--- src/rtl/cim_result_reader_pkg.sv ---
// Shared CIM types: intermediate-result address, fixed-point word, read
// format/width descriptors and the result-reader FSM state encoding.
package cim_result_reader_pkg;

  localparam int unsigned INT_RES_ADDR_W = 8;
  localparam int unsigned COMP_FX_W      = 16;

  typedef logic [INT_RES_ADDR_W-1:0] IntResAddr_t;
  typedef logic [COMP_FX_W-1:0]      CompFx_t;
  typedef logic [1:0]                DataWidth_t;

  typedef struct packed {
    logic       is_signed;
    logic [2:0] frac_bits;
  } FxFormatIntRes_t;

  typedef enum logic [1:0] {
    RD_IDLE  = 2'd0,
    RD_READ  = 2'd1,
    RD_DRAIN = 2'd2
  } ReaderState_t;

endpackage

--- src/rtl/cim_result_reader_if.sv ---
// Request, memory-port and output-stream signals of the result reader.
interface cim_result_reader_if #(
  parameter int unsigned MAX_WORDS = 64
);
  import cim_result_reader_pkg::*;

  localparam int unsigned NW_W = $clog2(MAX_WORDS + 1);

  logic            start;
  IntResAddr_t     base_addr;
  logic [NW_W-1:0] num_words;
  FxFormatIntRes_t rd_format;
  DataWidth_t      rd_data_width;

  logic            mem_rd_en;
  logic            mem_chip_en;
  IntResAddr_t     mem_addr;
  FxFormatIntRes_t mem_format;
  DataWidth_t      mem_data_width;
  CompFx_t         mem_rd_data;

  logic            out_valid;
  logic            out_ready;
  CompFx_t         out_data;
  logic            out_last;
  logic            busy;
  logic            done;
  CompFx_t         checksum;

  modport master (
    input  start, base_addr, num_words, rd_format, rd_data_width,
    input  mem_rd_data, out_ready,
    output mem_rd_en, mem_chip_en, mem_addr, mem_format, mem_data_width,
    output out_valid, out_data, out_last, busy, done, checksum
  );

  modport slave (
    output start, base_addr, num_words, rd_format, rd_data_width,
    output mem_rd_data, out_ready,
    input  mem_rd_en, mem_chip_en, mem_addr, mem_format, mem_data_width,
    input  out_valid, out_data, out_last, busy, done, checksum
  );

endinterface

--- src/rtl/cim_result_reader_fifo.sv ---
// cim_sync_fifo: synchronous skid FIFO, power-of-2 depth, head visible on rdata.
module cim_sync_fifo #(
  parameter type         T     = logic [15:0],
  parameter int unsigned DEPTH = 2
) (
  input  logic                       clk,
  input  logic                       rst,
  input  logic                       push,
  input  logic                       pop,
  input  T                           wdata,
  output T                           rdata,
  output logic                       empty,
  output logic [$clog2(DEPTH+1)-1:0] count
);

  localparam int unsigned PTR_W = $clog2(DEPTH);
  localparam int unsigned CNT_W = $clog2(DEPTH + 1);

  T                 mem [DEPTH];
  logic [PTR_W-1:0] wr_ptr;
  logic [PTR_W-1:0] rd_ptr;
  logic             full;
  logic             do_push;
  logic             do_pop;

  assign empty   = (count == '0);
  assign full    = (count == CNT_W'(DEPTH));
  assign do_pop  = pop && !empty;
  // A full FIFO may still accept a word when the head leaves in the same cycle.
  assign do_push = push && (!full || do_pop);
  assign rdata   = mem[rd_ptr];

  always_ff @(posedge clk) begin
    if (rst) begin
      wr_ptr <= '0;
      rd_ptr <= '0;
      count  <= '0;
    end else begin
      if (do_push) wr_ptr <= wr_ptr + PTR_W'(1);
      if (do_pop)  rd_ptr <= rd_ptr + PTR_W'(1);
      case ({do_push, do_pop})
        2'b10:   count <= count + CNT_W'(1);
        2'b01:   count <= count - CNT_W'(1);
        default: count <= count;
      endcase
    end
  end

  always_ff @(posedge clk) begin
    if (do_push) mem[wr_ptr] <= wdata;
  end

endmodule

--- src/rtl/cim_result_reader.sv ---
// Burst reader: streams num_words intermediate results from memory into a
// skid FIFO. Optional running checksum under CIM_RESULT_READER_CHECKSUM_EN.
module cim_result_reader
  import cim_result_reader_pkg::*;
#(
  parameter int unsigned FIFO_DEPTH = 2,
  parameter int unsigned MAX_WORDS  = 64
) (
  input logic                 clk,
  input logic                 rst,
  cim_result_reader_if.master bus
);

  localparam int unsigned NW_W   = $clog2(MAX_WORDS + 1);
  localparam int unsigned FCNT_W = $clog2(FIFO_DEPTH + 1);
  localparam int unsigned OCC_W  = FCNT_W + 1;

  ReaderState_t    state_q, state_n;
  IntResAddr_t     addr_q, addr_n;
  logic [NW_W-1:0] issue_left_q, issue_left_n;
  logic [NW_W-1:0] pop_cnt_q, pop_cnt_n;
  logic [NW_W-1:0] nwords_q, nwords_n;
  FxFormatIntRes_t fmt_q, fmt_n;
  DataWidth_t      dw_q, dw_n;
  logic            done_q, done_n;
  logic            rd_inflight_q;

  logic              rd_en_c;
  IntResAddr_t       rd_addr_c;
  logic              fifo_pop;
  logic              fifo_empty;
  logic [FCNT_W-1:0] fifo_count;
  CompFx_t           fifo_head;
  logic              credit_ok;
  logic              last_word;

  cim_sync_fifo #(
    .T     (CompFx_t),
    .DEPTH (FIFO_DEPTH)
  ) u_fifo (
    .clk   (clk),
    .rst   (rst),
    .push  (rd_inflight_q),
    .pop   (fifo_pop),
    .wdata (bus.mem_rd_data),
    .rdata (fifo_head),
    .empty (fifo_empty),
    .count (fifo_count)
  );

  assign fifo_pop  = !fifo_empty && bus.out_ready;
  // Words already buffered or on their way must leave room for the next read.
  assign credit_ok = (OCC_W'(fifo_count) + OCC_W'(rd_inflight_q) - OCC_W'(fifo_pop))
                     < OCC_W'(FIFO_DEPTH);
  assign last_word = (pop_cnt_q == nwords_q - NW_W'(1));

  // Next-state and read-issue decode; the first read leaves straight from IDLE.
  always_comb begin
    state_n      = state_q;
    addr_n       = addr_q;
    issue_left_n = issue_left_q;
    pop_cnt_n    = pop_cnt_q;
    nwords_n     = nwords_q;
    fmt_n        = fmt_q;
    dw_n         = dw_q;
    done_n       = 1'b0;
    rd_en_c      = 1'b0;
    rd_addr_c    = addr_q;

    case (state_q)
      RD_IDLE: begin
        if (bus.start) begin
          fmt_n     = bus.rd_format;
          dw_n      = bus.rd_data_width;
          nwords_n  = bus.num_words;
          pop_cnt_n = '0;
          if (bus.num_words == '0) begin
            done_n = 1'b1;
          end else begin
            rd_en_c      = 1'b1;
            rd_addr_c    = bus.base_addr;
            addr_n       = bus.base_addr + INT_RES_ADDR_W'(1);
            issue_left_n = bus.num_words - NW_W'(1);
            state_n      = RD_READ;
          end
        end
      end
      RD_READ: begin
        if (issue_left_q == '0) begin
          state_n = RD_DRAIN;
        end else if (credit_ok) begin
          rd_en_c      = 1'b1;
          addr_n       = addr_q + INT_RES_ADDR_W'(1);
          issue_left_n = issue_left_q - NW_W'(1);
          if (issue_left_q == NW_W'(1)) state_n = RD_DRAIN;
        end
      end
      RD_DRAIN: begin
        state_n = RD_DRAIN;
      end
      default: state_n = RD_IDLE;
    endcase

    if (fifo_pop && (state_q != RD_IDLE)) begin
      pop_cnt_n = pop_cnt_q + NW_W'(1);
      if (last_word) begin
        state_n = RD_IDLE;
        done_n  = 1'b1;
      end
    end
  end

  always_ff @(posedge clk) begin
    if (rst) begin
      state_q       <= RD_IDLE;
      addr_q        <= '0;
      issue_left_q  <= '0;
      pop_cnt_q     <= '0;
      nwords_q      <= '0;
      fmt_q         <= '0;
      dw_q          <= '0;
      done_q        <= 1'b0;
      rd_inflight_q <= 1'b0;
    end else begin
      state_q       <= state_n;
      addr_q        <= addr_n;
      issue_left_q  <= issue_left_n;
      pop_cnt_q     <= pop_cnt_n;
      nwords_q      <= nwords_n;
      fmt_q         <= fmt_n;
      dw_q          <= dw_n;
      done_q        <= done_n;
      rd_inflight_q <= rd_en_c;
    end
  end

`ifdef CIM_RESULT_READER_CHECKSUM_EN
  CompFx_t csum_q;
  logic    start_ok;

  assign start_ok = (state_q == RD_IDLE) && bus.start;

  always_ff @(posedge clk) begin
    if (rst)           csum_q <= '0;
    else if (start_ok) csum_q <= '0;
    else if (fifo_pop) csum_q <= csum_q + fifo_head;
  end

  assign bus.checksum = rst ? '0 : csum_q;
`else
  assign bus.checksum = '0;
`endif

  // Every output is forced low while reset is held.
  assign bus.mem_rd_en      = !rst && rd_en_c;
  assign bus.mem_chip_en    = !rst && (rd_en_c || (state_q != RD_IDLE));
  assign bus.mem_addr       = rst ? '0 : rd_addr_c;
  assign bus.mem_format     = rst ? '0 : fmt_q;
  assign bus.mem_data_width = rst ? '0 : dw_q;
  assign bus.out_valid      = !rst && !fifo_empty;
  assign bus.out_data       = rst ? '0 : fifo_head;
  assign bus.out_last       = !rst && !fifo_empty && last_word && (state_q != RD_IDLE);
  assign bus.busy           = !rst && (state_q != RD_IDLE);
  assign bus.done           = !rst && done_q;

endmodule

--- src/flat_wrapper.sv ---
// flat-port wrapper written by rule: the top's interface ports become plain ports
module cim_result_reader_flat import cim_result_reader_pkg::*;
#(
  parameter int unsigned FIFO_DEPTH = 2,
  parameter int unsigned MAX_WORDS  = 64
)
  (clk, rst, bus_start, bus_base_addr, bus_num_words, bus_rd_format, bus_rd_data_width, bus_mem_rd_data, bus_out_ready, bus_mem_rd_en, bus_mem_chip_en, bus_mem_addr, bus_mem_format, bus_mem_data_width, bus_out_valid, bus_out_data, bus_out_last, bus_busy, bus_done, bus_checksum);
  cim_result_reader_if #(.MAX_WORDS(MAX_WORDS)) bus_i ();
  input logic clk;
  input logic rst;
  input wire logic [$bits(bus_i.start)-1:0] bus_start;
  input wire logic [$bits(bus_i.base_addr)-1:0] bus_base_addr;
  input wire logic [$bits(bus_i.num_words)-1:0] bus_num_words;
  input wire logic [$bits(bus_i.rd_format)-1:0] bus_rd_format;
  input wire logic [$bits(bus_i.rd_data_width)-1:0] bus_rd_data_width;
  input wire logic [$bits(bus_i.mem_rd_data)-1:0] bus_mem_rd_data;
  input wire logic [$bits(bus_i.out_ready)-1:0] bus_out_ready;
  output wire logic [$bits(bus_i.mem_rd_en)-1:0] bus_mem_rd_en;
  output wire logic [$bits(bus_i.mem_chip_en)-1:0] bus_mem_chip_en;
  output wire logic [$bits(bus_i.mem_addr)-1:0] bus_mem_addr;
  output wire logic [$bits(bus_i.mem_format)-1:0] bus_mem_format;
  output wire logic [$bits(bus_i.mem_data_width)-1:0] bus_mem_data_width;
  output wire logic [$bits(bus_i.out_valid)-1:0] bus_out_valid;
  output wire logic [$bits(bus_i.out_data)-1:0] bus_out_data;
  output wire logic [$bits(bus_i.out_last)-1:0] bus_out_last;
  output wire logic [$bits(bus_i.busy)-1:0] bus_busy;
  output wire logic [$bits(bus_i.done)-1:0] bus_done;
  output wire logic [$bits(bus_i.checksum)-1:0] bus_checksum;
  assign bus_i.start = bus_start;
  assign bus_i.base_addr = bus_base_addr;
  assign bus_i.num_words = bus_num_words;
  assign bus_i.rd_format = bus_rd_format;
  assign bus_i.rd_data_width = bus_rd_data_width;
  assign bus_i.mem_rd_data = bus_mem_rd_data;
  assign bus_i.out_ready = bus_out_ready;
  assign bus_mem_rd_en = bus_i.mem_rd_en;
  assign bus_mem_chip_en = bus_i.mem_chip_en;
  assign bus_mem_addr = bus_i.mem_addr;
  assign bus_mem_format = bus_i.mem_format;
  assign bus_mem_data_width = bus_i.mem_data_width;
  assign bus_out_valid = bus_i.out_valid;
  assign bus_out_data = bus_i.out_data;
  assign bus_out_last = bus_i.out_last;
  assign bus_busy = bus_i.busy;
  assign bus_done = bus_i.done;
  assign bus_checksum = bus_i.checksum;
  cim_result_reader #(.FIFO_DEPTH(FIFO_DEPTH), .MAX_WORDS(MAX_WORDS)) u_core (.clk(clk), .rst(rst), .bus(bus_i));
endmodule
--- config.mk ---
export PLATFORM = sky130hd
export DESIGN_NAME = cim_result_reader_flat
export DESIGN_NICKNAME = d
export VERILOG_FILES = /design/src/rtl/cim_result_reader_pkg.sv /design/src/rtl/cim_result_reader_if.sv /design/src/rtl/cim_result_reader_fifo.sv /design/src/rtl/cim_result_reader.sv /design/src/flat_wrapper.sv
export SDC_FILE = /design/constraint.sdc
export NUM_CORES = 1
export LEC_CHECK = 0
export CORE_ASPECT_RATIO = 0.9
export CORE_MARGIN = 2
export CORE_UTILIZATION = 25
export CTS_BUF_LIST = sky130_fd_sc_hd__clkbuf_16
export DETAILED_ROUTE_END_ITERATION = 7
export PLACE_DENSITY = 0.49
export SETUP_SLACK_MARGIN = 0.05
export SLEW_MARGIN = 0
export SYNTH_ARGS = -nofsm -noshare
export SYNTH_HDL_FRONTEND = slang
export SYNTH_HIERARCHICAL = 1
export SYNTH_SLANG_ARGS = --single-unit
--- constraint.sdc ---
create_clock -name clk -period 4 [get_ports clk]
set_input_delay 0.4 -clock clk [delete_from_list [all_inputs] [get_ports clk]]
set_output_delay 0.4 -clock clk [all_outputs]
set_load 0.02 [all_outputs]
# Yosys cells after proc, flatten, opt, wreduce, memory -nomap -nowiden
# Memories as Yosys holds them, arrays and structs flattened. A register that Yosys moved wholly into a read port is not among the register bits.
# Cells that the tools add are included.
# op_classes
n_addsub	12
n_lt_le_gt_ge	1
eq_ne	11
mux	43
n_reduce_logical	28
# ops
cell	count
two-way mux 8 bit	8
two-way mux 7 bit	7
subtractor 7 x 1 -> 7 bit (second input constant)	3
adder 8 x 1 -> 8 bit (second input constant)	2
two-way mux 16 bit	1
two-way mux 2 bit	8
one-hot mux 8 bit (2 select lines)	1
zero test 7 bit	2
one-hot mux 7 bit (2 select lines)	1
two-way mux 1 bit	13
logical AND 1 bit	11
nonzero test 2 bit	5
adder 7 x 1 -> 7 bit (second input constant)	1
== test 7 x 1 -> 1 bit (second input constant)	1
== test 7 bit	1
== test 2 bit (second input constant)	3
!= test 2 bit (second input constant)	3
one-hot mux 2 bit (3 select lines)	1
AND reduction 5 bit	1
== test 2 x 1 -> 1 bit (second input constant)	2
zero test 2 bit	2
two-way mux 4 bit	1
one-hot mux 2 bit (2 select lines)	1
AND reduction 2 bit	2
other kinds (10)	14
# word_totals
regBits	43
ram_bits	32
input_bits	41
n_memories	1
# mem_list
memory	depth	word_bits	rd	rd_clocked_by_memory_dff	write_ports	line	rtl
u_core.u_fifo.mem	2	16	1	1	1	cim_result_reader_fifo.sv:19	T mem [DEPTH];

# Depth between registers and ports, before layout
# Gate-level depths: netlist (run 1).
# depth
word_depth	10
depth_mapped	13
depth_no_buf	11

# Hierarchy
# The synthesis (run 1) kept the hierarchy.
# modules_own_cells
module	n_inst	cells_each	area_per_inst_um2	seq_area_each_um2
cim_result_reader	1	388	2817.7	780.7
cim_sync_fifo	1	80	1417.6	1061.0

# Worst setup path after synthesis (run 1)
# OpenSTA, ideal clock, no wires.
# synth_path
path_type	reg-to-output
from	reg u_core.u_fifo.count[1]
to	out bus_mem_chip_en
arrival_ns	3.007
required_ns	3.600
slack_ns	0.593
stages_incl_launch_ff	12
path_buffers	1
path_cell_list	dfxtp_1 > buf_6 > nor2_1 > nand2b_1 > inv_1 > ha_1 > nand2b_1 > fa_1 > xnor2_1 > a41oi_1 > nor3_1 > or2_2
# synth_between
elab_chain_len	10
word_cells_on_any_way	11
cone_classes	add/sub (2); order compare (1); mux (3); reduce/logical (5)
# synth_lines
element	line	rtl
start: declaration	cim_result_reader_fifo.sv:13	output logic [$clog2(DEPTH+1)-1:0] count
start signal: assignment	cim_result_reader_fifo.sv:42	2'b10: count <= count + CNT_W'(1);
start signal: assignment	cim_result_reader_fifo.sv:43	2'b01: count <= count - CNT_W'(1);
start signal: assignment	cim_result_reader_fifo.sv:44	default: count <= count;
zero test 2 bit	cim_result_reader_fifo.sv:26	assign empty = (count == '0);
net u_core.fifo_empty	cim_result_reader.sv:31	logic fifo_empty;
zero test 1 bit	cim_result_reader.sv:51	assign fifo_pop = !fifo_empty && bus.out_ready;
logical AND 1 bit	cim_result_reader.sv:51	
net u_core.fifo_pop	cim_result_reader.sv:30	logic fifo_pop;
subtractor 3 x 1 -> 3 bit	cim_result_reader.sv:53	assign credit_ok = (OCC_W'(fifo_count) + OCC_W'(rd_inflight_q) - OCC_W'(fifo_pop))
< comparator 3 x 2 -> 1 bit	cim_result_reader.sv:54	< OCC_W'(FIFO_DEPTH);
two-way mux 1 bit	cim_result_reader.sv:91	end else if (credit_ok) begin
two-way mux 1 bit	cim_result_reader.sv:89	if (issue_left_q == '0) begin
one-hot mux 1 bit (2 select lines)	cim_result_reader.sv:70	case (state_q)
logical OR 1 bit	cim_result_reader.sv:156	assign bus.mem_chip_en = !rst && (rd_en_c || (state_q != RD_IDLE));
logical AND 1 bit	cim_result_reader.sv:156	
end: declaration	flat_wrapper.sv:19	output wire logic [$bits(bus_i.mem_chip_en)-1:0] bus_mem_chip_en;
# The timed path passes the listed nets, and every way through them passes these cells.

# Worst setup path after layout (run 1)
# Ends and elaborated chain as after synthesis.

==> results.cfg, run 1 <==
[status]
status = completed

[power_and_ir_drop]
power.switching_uw = 845
clkPwrFrac_pct = 33.2
p_sw_share_pct = 32.0
power.density_nw_per_um2 = 479
p_leak_nw = 2.01
peakVddDrop_mv = 0.201
intPower_mw = 1.80
combPwrFrac_pct = 29.7
power.total_mw = 2.64
power_frac_seq_pct = 37.1

[floorplanning]
initial_core_util_pct = 25.3
fp-row-count = 45
dieWidth_um = 141
fp.dieH_um = 127
die-area_sq_um = 18000
fp.coreArea_sq_um = 16700
io_pins = 93

[sta]
max_slew_margin_pct = 43.8
period_share_pct = 92.8
fin_crit_ps = 3710
hold_viol_final = 0
finalSetupViolCount = 0
finalSetupTns_ps = 0
drv_slew = 0
clock_skew_ps = 9.11
clock.fmax_ghz = 0.269
grt_setup_unrepaired = no
worst_slew_pin_slew_ps = 842

[placed_design]
gp_congestion = 0.808
io_buffers = 76
place_hpwl_mm = 7.61

[synth]
synth_area_leaders = edfxtp_1 (23%), dfxtp_1 (21%), nand2_1 (5.9%), mux2_2 (4.8%), a21oi_1 (4.4%)
synth_top_area_share_pct = 22.7
synth_top_area_cell = edfxtp_1
syn_area_sq_um = 4240
avgSynthCellArea_sq_um = 9.05
yosys_warnings = 6
synth.ff_latch_count = 76
seq_area_frac_synth_pct = 43.5
synth_flop_cell = dfxtp_1
synth-edff-count = 32
async_flop_share_pct = 0
synth.distinct_cells = 60
syn-instance-count = 468

[setup_path]
critPathArrivalTime_ps = 3310
worstPathMaxFanout = 3
r2r-end = u_core/issue_left_q[6]
ff2ff_path_depth = 11
start_kind = flip-flop
reg2reg_slack_ps = 970
cp-end-kind = output pin
r2r-start = u_core/u_fifo/count[1]
critical_path_class = reg2out
critPathLaunch = u_core/u_fifo/count[1]
endpoint = bus_mem_chip_en
critPathRequiredTime_ps = 3600

[global_route]
grt_pass1_wl_mm = 17.5
overflow = 0
grt_usage_pct = 12.1
grt_pass1_vias = 3514
grt_max_degree = 31
antenna_found_initial = 0

[finish]
fillers = 1687
mostFrequentLayoutCell = clkdlybuf4s50_1
final_cell_mix = clkdlybuf4s50_1 (75), nand2_1 (67), dfxtp_1 (44), a21oi_1 (37), nor2_1 (36)
antennaDiodeCount = 0
num-nets-final = 596
regArea_sq_um = 1840
drive_gt1_share_pct = 10.7
syn2layout_area_growth_pct = 30.3
multi_input_area_sq_um = 2150
fin_util_pct = 33.0

[detailed_routing]
drc = 0
dr.pass1.iters = 4
vias = 3539
wl_per_cell_um = 14.2
via_per_inst = 4.65
ant_nets = 0
drt_iter0_drc = 161
wl_mm = 10.8

[flow_run]
maxCapViolCount = 0

[cts]
cts.sinks = 76
hold_buffers = 0
cts_tree = yes
clockBufferDepth = 2
h-tree-depth = 3
clk_pin_slew_ps = 60
cts_made_buffers = 9
cts_setup_buffers = 0
clk_latency_ps = 340
cts_root_buffer = clkbuf_16

[worst_hold_path]
holdCritPathClass = reg2reg
## metrics by stage
step | instance area, sq um | instances | setup slack (ps) | hold slack (ps)
6_report | 5520 | 761 | 286 | 452
5_1_grt | 5520 | 761 | 69.0 | 474
4_1_cts | 5520 | 761 | 195 | 456
3_5_place_dp | 5190 | 745 | 272 | 448
3_3_place_gp | 5190 | 745 | 381 | 440
2_1_floorplan | 4290 | 483 | 593 | 432
## cell families after synthesis
family / synth area share [%]
adder cells (fa/ha/maj): 3.13
AO/OA/AOI/OAI: 14.5
AND/OR/NAND/NOR: 20.4
XOR/XNOR: 3.10
multiplexers: 7.98
other: 0.0885
buffers and inverters: 7.24
flip-flops: 43.5
## worst min-delay path by stage
| stage | from | endpoint | slack, ps | cells past startpoint |
|---|---|---|---|---|
| finish | u_core/fmt_q[3] | u_core/fmt_q[3] | 450 | 2 |
| global route | u_core/fmt_q[2] | u_core/fmt_q[2] | 470 | 2 |
| CTS | u_core/fmt_q[3] | u_core/fmt_q[3] | 460 | 2 |
| detailed placement | u_core/fmt_q[3] | u_core/fmt_q[3] | 450 | 2 |
| global placement | u_core/fmt_q[2] | u_core/fmt_q[2] | 440 | 2 |
| floorplan | u_core/dw_q[0] | u_core/dw_q[0] | 430 | 2 |
## routing by layer
metal	part of all wire, %	wire, um	vias to the layer above	GRT usage [%]
met4	1.2	128	0	3.53
li1	-	-	1767	-
met2	44	4780	88	19.8
met5	0	0	-	0
met3	4.8	518	11	2.96
met1	50	5350	1673	15.9
## synthesized netlist by cell type, drive strengths merged (8+ instances only)
cell type,n
edfxtp,32
inv,19
dfxtp,44
ha,9
nor2,36
nand3,14
o21ai,16
nand2,67
nor2b,26
a21oi,37
buf,25
nor3,9
a31oi,9
clkbuf,15
xnor2,8
mux2i,12
mux2,19
## layout make-up
cell class	count	area share, %
timing repair buffer	91	15.7
sequential	76	33.4
tap	211	4.78
clock buffer	9	4.08
clock inverter	7	1.79
multi-input combinational	348	38.9
inverter	19	1.34
## critical path, stage by stage (launching register included)
cell and delay (ps):
dfxtp_1 310, nor2_1 170, nand2b_1 150, inv_1 60
ha_1 280, nand2b_1 160, fa_1 400, xnor2_1 280
a41oi_1 210, nor3_2 200, or2_2 150, clkdlybuf4s50_1 600
## what timing repair did
item                       in CTS  in global routing
hold endpoints to repair        0                  0
gates resized for setup         0                  1
setup endpoints to repair       0                  1
## power by group through the flow
stage | Clock (mW) | Sequential, mW | Combinational (mW)
after floorplan | 0 | 0.978 | 0.543
after global placement | 0 | 0.993 | 0.773
after detailed placement | 0 | 0.997 | 0.785
after CTS | 0.908 | 0.980 | 0.790
after global routing | 0.935 | 0.992 | 0.869
final | 0.879 | 0.980 | 0.784
## flip-flops by register name (all words and copies together) (netlist names), named ones only
name                  flops
u_core/issue_left_q       7
u_core/rd_inflight_q      1
u_core/u_fifo/wr_ptr      1
u_core/u_fifo/mem        32
u_core/u_fifo/count       2
u_core/dw_q               2
u_core/fmt_q              4
u_core/state_q            2
u_core/addr_q             8
u_core/done_q             1
u_core/nwords_q           7
u_core/pop_cnt_q          7
u_core/u_fifo/rd_ptr      1
No activity file was read; power rests on OpenSTA's default activity.
==> inputs of run 2 (changes only) <==
--- a/config.mk
+++ b/config.mk
@@ -8,7 +8,8 @@
 export CORE_ASPECT_RATIO = 0.9
 export CORE_MARGIN = 2
 export CORE_UTILIZATION = 25
-export CTS_BUF_LIST = sky130_fd_sc_hd__clkbuf_16
+export CTS_BUF_LIST = sky130_fd_sc_hd__clkbuf_8 sky130_fd_sc_hd__clkbuf_16
+export CTS_CLUSTER_SIZE = 12
 export DETAILED_ROUTE_END_ITERATION = 7
 export PLACE_DENSITY = 0.49
 export SETUP_SLACK_MARGIN = 0.05
==> results of run 2 <==
No change in the layout: final DEF, timing and power equal those of run 1.
==> inputs of run 3 (changes only) <==
--- a/config.mk
+++ b/config.mk
@@ -11,6 +11,7 @@
 export CTS_BUF_LIST = sky130_fd_sc_hd__clkbuf_8 sky130_fd_sc_hd__clkbuf_16
 export CTS_CLUSTER_SIZE = 12
 export DETAILED_ROUTE_END_ITERATION = 7
+export HOLD_SLACK_MARGIN = 0.03
 export PLACE_DENSITY = 0.49
 export SETUP_SLACK_MARGIN = 0.05
 export SLEW_MARGIN = 0
==> constraint.sdc (replaced) <==
create_clock -name clk -period 4 [get_ports clk]
set_input_delay 0.4 -clock clk [delete_from_list [all_inputs] [get_ports clk]]
set_output_delay 0.4 -clock clk [all_outputs]
set_load 0.01 [all_outputs]
==> run 3 against run 2 <==
Against the previous run:
- clock-buffer cell count unchanged
- flip-flop and latch count unchanged
- clock power decreased by 6.4%
- via count increased by 1.9%
- global-route usage increased by 0.22 points
- sequential power increased by 0.7%
- register-to-register slack got worse by 140 ps
- first-iteration DRC count increased by 22%
- highest routed layer unchanged
- non-clock buffer count decreased by 4
==> results.cfg, run 3 (synthesis gave the netlist of run 1 again) <==
[sta]
clock_skew_ps = 6.09
hold_viol_final = 0
drv_slew = 0
grt_setup_unrepaired = no
max_slew_margin_pct = 47.0
finalSetupViolCount = 0
finalSetupTns_ps = 0
period_share_pct = 93.3
fin_crit_ps = 3730
clock.fmax_ghz = 0.268
worst_slew_pin_slew_ps = 794

[cts]
cts.sinks = 76
hold_buffers = 0
clk_latency_ps = 340
cts_tree = yes
h-tree-depth = 3
cts_made_buffers = 9
cts_root_buffer = clkbuf_16
clk_pin_slew_ps = 60
clockBufferDepth = 2
cts_setup_buffers = 0

[power_and_ir_drop]
power_frac_seq_pct = 38.8
p_sw_share_pct = 32.1
combPwrFrac_pct = 28.9
clkPwrFrac_pct = 32.3
intPower_mw = 1.73
power.switching_uw = 818
p_leak_nw = 1.97
peakVddDrop_mv = 0.212
power.density_nw_per_um2 = 465

[detailed_routing]
drc = 0
wl_mm = 11.0
drt_iter0_drc = 196
dr.pass1.iters = 4
via_per_inst = 4.76
wl_per_cell_um = 14.5
vias = 3605
ant_nets = 0

[finish]
fillers = 1740
drive_gt1_share_pct = 10.3
regMostFlops = u_core/u_fifo/mem
regArea_sq_um = 1840
largest_reg_flops = 32
num-nets-final = 592
antennaDiodeCount = 0
syn2layout_area_growth_pct = 29.1
fin_util_pct = 32.7
mostFrequentLayoutCell = clkdlybuf4s50_1
multi_input_area_sq_um = 2150
final_cell_mix = clkdlybuf4s50_1 (75), nand2_1 (67), dfxtp_1 (42), a21oi_1 (37), nor2_1 (36)
top_regs = u_core/u_fifo/mem x32, u_core/addr_q x8

[global_route]
grt_pass1_vias = 3411
grt_max_degree = 36
grt_usage_pct = 12.3
antenna_found_initial = 0
overflow = 0
grt_pass1_wl_mm = 17.6

[worst_hold_path]
holdCritPathClass = reg2reg

[placed_design]
place_hpwl_mm = 7.76
io_buffers = 76
gp_congestion = 0.806

[floorplanning]
io_pins = 93
initial_core_util_pct = 25.3
fp.dieH_um = 127
fp-row-count = 45
dieWidth_um = 141
die-area_sq_um = 18000
fp.coreArea_sq_um = 16700

[setup_path]
critical_path_class = reg2out
worstPathMaxFanout = 10
start_kind = flip-flop
slowest_delay_ps = 520
cp_slowest_cell = clkdlybuf4s50_1
critPathRequiredTime_ps = 3600
cp-end-kind = output pin
worstPathCellList = nor2_1 -> nand2b_1 -> inv_1 -> ha_1 -> nand2b_1 -> fa_1 -> xnor2_1 -> a41oi_1 -> nor3_2 -> or2_2 -> clkdlybuf4s50_1
critPathArrivalTime_ps = 3330
cpMostUsedCell = nand2b_1

[status]
status = completed

[flow_run]
maxCapViolCount = 0
-- run 3: changes by cell type in the layout (fill, tap and decap cells not counted), sizes merged --
| cell | change |
|---|---|
| clkinv | +1 |
| bufinv | -1 |
| buf | -4 |
-- run 3: final cells by class --
class	count	area share, %
clock buffers	9	4.12
clock inverters	7	1.37
inverters	19	1.35
multi-input cells	348	39.3
flip-flops and latches	76	33.7
well taps	211	4.83
repair buffers	87	15.3
-- run 3: timing repair --
item                       in CTS  in global routing
hold endpoints to repair        0                  0
resized for setup               1                  2
setup endpoints to repair       1                  2
-- run 3: critical path: cells and delay by family, from the launching register on --
family / cells / cell delay (ps)
xor gates and xnor gates: 1 / 260
adders and majority gates: 2 / 680
AOI/OAI and AO/OA: 1 / 190
and+or+nand+nor: 5 / 870
DFF: 1 / 390
buffers and inverters: 2 / 590
-- run 3: path summary, 6_finish.rpt --
check                         startpoint                     end  slack (ps)  cells after the start
setup / recovery  u_core/u_fifo/count[1]         bus_mem_chip_en         270                     11
setup reg to reg  u_core/u_fifo/count[1]  u_core/issue_left_q[2]         830                     10
hold reg to reg          u_core/fmt_q[1]         u_core/fmt_q[1]         450                      2
hold / removal           u_core/fmt_q[1]         u_core/fmt_q[1]         450                      2
-- run 3: power groups by stage --
stage	logic (mW)	registers, mW	clock network, mW
floorplan	0.506	0.978	0
global placement	0.724	0.998	0
detailed placement	0.737	1.00	0
CTS	0.741	0.986	0.853
global route	0.815	1.00	0.892
finish	0.736	0.987	0.823
-- run 3: routing by layer --
layer	vias to the layer above	GRT usage, %	share of wire, %
li1	1760	-	-
met5	-	0	0
met4	0	3.29	1.2
met3	7	3.94	5.8
met2	116	19.6	45
met1	1722	16.2	48
-- run 3: metrics by stage --
| stage | hold WS (ps) | setup WS [ps] | instances | power (mW) | cell area (sq um) |
|---|---|---|---|---|---|
| after global routing | 473 | 82.0 | 757 | 2.71 | 5470 |
| after detailed placement | 445 | 362 | 741 | 1.74 | 5160 |
| after global placement | 441 | 453 | 741 | 1.72 | 5160 |
| final | 449 | 269 | 757 | 2.55 | 5470 |
| after CTS | 454 | 165 | 757 | 2.58 | 5460 |
| after floorplan | 432 | 868 | 483 | 1.48 | 4290 |
